$ cat src/rtl/dma_pkg.sv
// rtl/dma_pkg.sv - shared encodings for the dma_seq address/word sequencer
// Mode encodings, FSM state type and the address stepping helper.
package dma_pkg;

  localparam int CNT_W = 4;

  typedef enum logic [1:0] {
    MODE_WC_DOWN  = 2'b00,
    MODE_WC_UP    = 2'b01,
    MODE_ADDR_CMP = 2'b10,
    MODE_FREE     = 2'b11
  } mode_t;

  typedef enum logic [1:0] {
    IDLE   = 2'b00,
    LOAD   = 2'b01,
    ACTIVE = 2'b10,
    FINISH = 2'b11
  } state_t;

  function automatic logic [CNT_W-1:0] next_addr(
    input logic [CNT_W-1:0] addr,
    input logic [CNT_W-1:0] step,
    input logic             dec
  );
    return dec ? addr - step : addr + step;
  endfunction

endpackage

$ cat src/rtl/dma_seq_done_gen.sv
// rtl/dma_seq_done_gen.sv - terminal-beat detector for dma_seq
// Evaluated on the pre-update counters, so a true result marks the current beat as the last.
module done_gen
  import dma_pkg::*;
(
  input  mode_t            mode,
  input  logic             wci,
  input  logic [CNT_W-1:0] wc,
  input  logic [CNT_W-1:0] addr,
  input  logic [CNT_W-1:0] word,
  output logic             last
);

  always_comb begin
    last = 1'b0;
    case (mode)
      // wci selects whether the count reaching zero is itself a beat
      MODE_WC_DOWN:  last = wci ? (wc == '0) : (wc == CNT_W'(1));
      MODE_WC_UP:    last = (wc == word);
      MODE_ADDR_CMP: last = (addr == wc);
      MODE_FREE:     last = 1'b0;
      default:       last = 1'b0;
    endcase
  end

endmodule

$ cat src/rtl/dma_seq.sv
// rtl/dma_seq.sv - four-state DMA address/word-count sequencer
// Optional macro DMA_SEQ_AUTOINIT_EN adds auto_reinit to restart a burst straight from FINISH.
module dma_seq
  import dma_pkg::*;
#(
  parameter int ADDR_STEP = 1
) (
  input  logic             clk,
  input  logic             rst_n,
  input  logic             start,
  input  logic [1:0]       mode,
  input  logic             wci,
  input  logic             dir,
  input  logic [CNT_W-1:0] addr_init,
  input  logic [CNT_W-1:0] wc_init,
  input  logic             beat_req,
  input  logic             abort,
`ifdef DMA_SEQ_AUTOINIT_EN
  input  logic             auto_reinit,
`endif
  output logic             beat_ack,
  output logic [CNT_W-1:0] addr_out,
  output logic [CNT_W-1:0] wc_out,
  output logic             busy,
  output logic             done_pulse,
  output logic             aborted
);

  localparam logic [CNT_W-1:0] STEP = CNT_W'(ADDR_STEP);

  state_t           state;
  mode_t            mode_q;
  logic             wci_q;
  logic             dir_q;
  logic [CNT_W-1:0] addr_q;
  logic [CNT_W-1:0] wc_q;
  logic [CNT_W-1:0] word_q;
  logic [CNT_W-1:0] addr_cfg;
  logic [CNT_W-1:0] wc_cfg;
  logic             last;

  done_gen u_done_gen (
    .mode (mode_q),
    .wci  (wci_q),
    .wc   (wc_q),
    .addr (addr_q),
    .word (word_q),
    .last (last)
  );

  // Abort has priority: a beat requested in the abort cycle is never acknowledged.
  assign beat_ack = (state == ACTIVE) & beat_req & ~abort;
  assign addr_out = addr_q;
  assign wc_out   = wc_q;

  always_ff @(posedge clk or negedge rst_n) begin
    if (!rst_n) begin
      state      <= IDLE;
      mode_q     <= MODE_WC_DOWN;
      wci_q      <= 1'b0;
      dir_q      <= 1'b0;
      addr_q     <= '0;
      wc_q       <= '0;
      word_q     <= '0;
      addr_cfg   <= '0;
      wc_cfg     <= '0;
      busy       <= 1'b0;
      done_pulse <= 1'b0;
      aborted    <= 1'b0;
    end else begin
      done_pulse <= 1'b0;
      aborted    <= 1'b0;
      case (state)
        IDLE: begin
          if (start) begin
            state    <= LOAD;
            busy     <= 1'b1;
            mode_q   <= mode_t'(mode);
            wci_q    <= wci;
            dir_q    <= dir;
            addr_cfg <= addr_init;
            wc_cfg   <= wc_init;
          end
        end
        LOAD: begin
          // Loads come from the copies taken at start so an auto restart replays the same burst.
          addr_q <= addr_cfg;
          word_q <= wc_cfg;
          wc_q   <= (mode_q == MODE_WC_UP) ? '0 : wc_cfg;
          state  <= ACTIVE;
        end
        ACTIVE: begin
          if (abort) begin
            state   <= FINISH;
            aborted <= 1'b1;
          end else if (beat_req) begin
            addr_q <= next_addr(addr_q, STEP, dir_q);
            case (mode_q)
              MODE_WC_DOWN:  wc_q <= wc_q - CNT_W'(1);
              MODE_WC_UP:    wc_q <= wc_q + CNT_W'(1);
              MODE_FREE:     wc_q <= wc_q + CNT_W'(1);
              default:       wc_q <= wc_q;
            endcase
            if (last) begin
              state      <= FINISH;
              done_pulse <= 1'b1;
            end
          end
        end
        FINISH: begin
`ifdef DMA_SEQ_AUTOINIT_EN
          // done_pulse is only high here after a normal completion, never after an abort.
          if (done_pulse && auto_reinit) begin
            state <= LOAD;
          end else begin
            state <= IDLE;
            busy  <= 1'b0;
          end
`else
          state <= IDLE;
          busy  <= 1'b0;
`endif
        end
        default: begin
          state <= IDLE;
          busy  <= 1'b0;
        end
      endcase
    end
  end

endmodule

$ cat config.mk
export PLATFORM = sky130hd
export DESIGN_NAME = dma_seq
export DESIGN_NICKNAME = d
export VERILOG_FILES = /design/src/rtl/dma_pkg.sv /design/src/rtl/dma_seq_done_gen.sv /design/src/rtl/dma_seq.sv
export SDC_FILE = /design/constraint.sdc
export NUM_CORES = 1
export LEC_CHECK = 0
export BUFFER_PORTS_ARGS = -buffer_cell sky130_fd_sc_hd__buf_2
export CAP_MARGIN = 20
export CORE_ASPECT_RATIO = 0.9
export CORE_MARGIN = 3
export CORE_UTILIZATION = 52
export CTS_BUF_LIST = sky130_fd_sc_hd__clkbuf_4
export DETAILED_ROUTE_END_ITERATION = 10
export GPL_TIMING_DRIVEN = 0
export PLACE_DENSITY = 0.74
export SLEW_MARGIN = 20
export SYNTH_ARGS = -nofsm -noshare
export SYNTH_HDL_FRONTEND = slang
export SYNTH_SLANG_ARGS = --single-unit
$ cat constraint.sdc
create_clock -name clk -period 1.8 [get_ports clk]
set_input_delay 0.09 -clock clk [delete_from_list [all_inputs] [get_ports clk]]
set_output_delay 0.09 -clock clk [all_outputs]
set_load 0.05 [all_outputs]
==> summary.md <==
| Metric | Value |
|---|---|
| Total CTS buffers | `5` |
| Syn nets | `184` |
| Worst hold margin | `124 ps` |
| Worst hold path type | `in2reg` |
| Crit path buf inv count | `1` |
| #FFs+latches synth | `29` |
| Yosys top cell area share | `0.424` |
| Final WS setup | `-54.6 ps` |
| CP endpoint kind | `register` |
| Max frequency | `539 MHz` |
| Vias per cell | `5.48` |
| Startpoint types | `register` |
| Status | `complete, but fails checks` |
| Pwr/cell area | `2030 mW/mm2` |
| Avg Cell Area, Syn | `11.2 um2` |
| Most instantiated cells after synthesis | `dfrtp_1, mux2_2, ha_1` |
| Synth warn | `0` |
| Post-Route WL | `3.74 mm` |
| DRT iter0 DRCs | `98` |
| Fillers | `232` |
| Max-cap viol count | `0` |
| Max_slew headroom | `0.572` |
| Crit path cell chain | `inv_4 > ha_4 > or3b_1 > mux2i_1 > a41oi_2 > nand4b_1 > nand4_1` |
| Async S/R FF share, synth | `1.00` |
| Clock transition at path regs | `90 ps` |
| Nets | `237` |
| Setup Viol. Count Final | `3` |
| Htree depth | `2` |
| Crit share post-route | `1.03` |
| Leakage | `1.03 nW` |
| Crit Path Max Fanout | `4` |
| Cell taking the most area after synthesis | `dfrtp_1` |
| Diode count | `0` |
| # clock sinks | `29` |
| Hold_sp | `beat_req` |
| Min Tclk post-route | `1850 ps` |
| Starting density of the core | `0.553` |
| Worst Setup SP | `mode_q[0]` |
| Met3 usage | `0.0574` |
| Post-synthesis cell area | `0.00171 mm2` |
| Layout cells sized above 1 | `0.401` |
| GRT Util Overall | `0.207` |
| Pins over their slew limit | `0` |
| Post-Syn Instances | `153` |
| Rows | `19` |
| DRC violations left | `0` |
| Antenna Violating Nets Remaining | `0` |
| Post-DP HPWL | `2.58 mm` |
| Grt total ovfl | `0` |
| Multi-input logic area | `0.00102 mm2` |
| FF+latch area | `734 um2` |
| DR pass1 iterations | `4` |
| Routability congestion estimate | `0.805` |
| Root Buffer | `clkbuf_4` |
| Cell with the most instances after synthesis | `dfrtp_1` |
| CP Data Arrival Time | `2120 ps` |
| Die Y | `60.4 um` |
| RSZ-0062 raised after global routing | `true` |
| Worst path slowest cell | `dfrtp_2` |
| Worst r2r src | `mode_q[0]` |
| Core area | `0.00309 mm2` |
| Post-synth EDFFs | `0` |
| Clock Latency Late Sink | `330 ps` |
| Via count | `1364` |
| Grt peak-use layer | `met2` |
| First-pass GRT wire length | `6.11 mm` |
| Clk_skew | `10.6 ps` |
| Post-synthesis cell type count | `43` |
| Worst-Margin Slew | `641 ps` |
| Full die area | `0.00401 mm2` |
| Max Root-Sink Buffers | `2` |
| Area delta synth->final | `32.5%` |
| CTS tree | `built` |
| Met2 GRT Util | `0.341` |
| Register area share after synthesis | `0.424` |
| Top_reg_cell synth | `dfrtp_1` |
| Vias in the first global route | `1376` |
| Delay-heaviest family, CP | `simple AND/OR/NAND/NOR gates` |
| Io pins | `29` |
| Worst Path Required | `2070 ps` |
| Largest net degree at the start of global routing | `30` |
| Synth top area cells | `dfrtp_1, mux2_2, ha_1, mux2i_1, inv_1` |
| Hold Vio Cnt, Final | `0` |
| Failing checks | `negative setup slack` |
| Met1 Track Usage GR | `0.255` |
| Setup TNS | `-123 ps` |
| Avg WL per Cell | `15.0 um` |
| Die width | `66.5 um` |
| Peak VDD IR | `1.41 mV` |
| Buffers on Ports | `28` |
| Initial antenna violation count | `0` |
| Slowest stage delay, CP | `470 ps` |
| Kind of critical path | `reg2reg` |
## layout by cell type (no fill, tap or decap), types with 4 or more instances in the layout
master / synthesis / final
buf_2: 1 / 28
dfrtp_1: 29 / 22
mux2_2: 16 / 16
dlygate4sd3_1: 0 / 14
mux2i_1: 12 / 11
inv_1: 11 / 9
ha_1: 13 / 7
dfrtp_2: 0 / 7
clkbuf_4: 1 / 7
nand2_1: 6 / 6
nor2_1: 6 / 6
o21ai_0: 5 / 5
ha_4: 0 / 5
nor2b_1: 5 / 4
a21oi_1: 4 / 4
nand3_1: 4 / 4
buf_4: 0 / 4
## per-stage QoR
stage / std cells / utilization / setup slack [ps] / area, um2 / total power, mW
4_1_cts: 248 / 0.723 / -62.1 / 2230 / 4.49
2_1_floorplan: 153 / - / -3.96 / 1730 / 3.24
6_report: 249 / 0.733 / -54.6 / 2270 / 4.60
3_3_place_gp: 223 / 0.621 / -60.3 / 1920 / 3.69
3_5_place_dp: 223 / 0.621 / -120 / 1920 / 3.80
5_1_grt: 249 / 0.733 / -123 / 2270 / 4.93
## path summary, 6_finish.rpt
| check | end | slack [ps] | cells past startpoint |
|---|---|---|---|
| worst max-delay path | state[1] | -50 | 7 |
| worst min-delay path | state[1] | 120 | 3 |
| worst max register to register | state[1] | -50 | 7 |
| worst min register to register | word_q[0] | 520 | 1 |
| max in group asynchronous | mode_q[0] | 1030 | 2 |
| min in group asynchronous | done_pulse | 310 | 2 |
## layer usage
layer,wire length [um],share of wire
met5,0,0
met2,1870,0.50
met3,171,0.046
met1,1630,0.44
met4,70,0.019
## cell families after synthesis
family          synth area share
compound gates             0.105
xor+xnor                  0.0256
fa+ha+maj                  0.107
buf+inv                   0.0358
flops                      0.424
mux                        0.176
simple gates               0.127
## worst min-delay path, cell delays in order
cell and delay (ps):
buf_2 140, nand4b_1 100, nand4_1 70
## cell type report
type,count,share of cell area
multi-input cells,109,0.452
flip-flops and latches,29,0.324
repair buffers,47,0.145
clock buffers,7,0.0232
well taps,42,0.0232
inverters,11,0.0204
plain buffers,3,0.00994
clock inverters,1,0.00221
## registers in the layout, indices dropped and copies added (netlist names)
register / count
done_pulse: 1
addr_out: 4
wc_out: 4
wc_cfg: 4
word_q: 4
busy: 1
wci_q: 1
addr_cfg: 4
aborted: 1
state: 2
mode_q: 2
dir_q: 1
## power breakdown
group / leakage [nW] / switching, mW / internal, mW / total, mW
Combinational: 0.658 / 1.55 / 1.27 / 2.82
Clock: 0.0361 / 0.219 / 0.182 / 0.401
Sequential: 0.340 / 0.377 / 0.999 / 1.38
## timing repair
| item | 4_1_cts | 5_1_grt |
|---|---|---|
| endpoints found under the hold margin | 42 | 0 |
| buffers inserted | 3 | 2 |
| hold buffers | 14 | 0 |
| setup endpoints to repair | 15 | 14 |
| gates resized for setup | 22 | 8 |
| pin swaps | 5 | 10 |
Power figures use the tool's default switching activity.
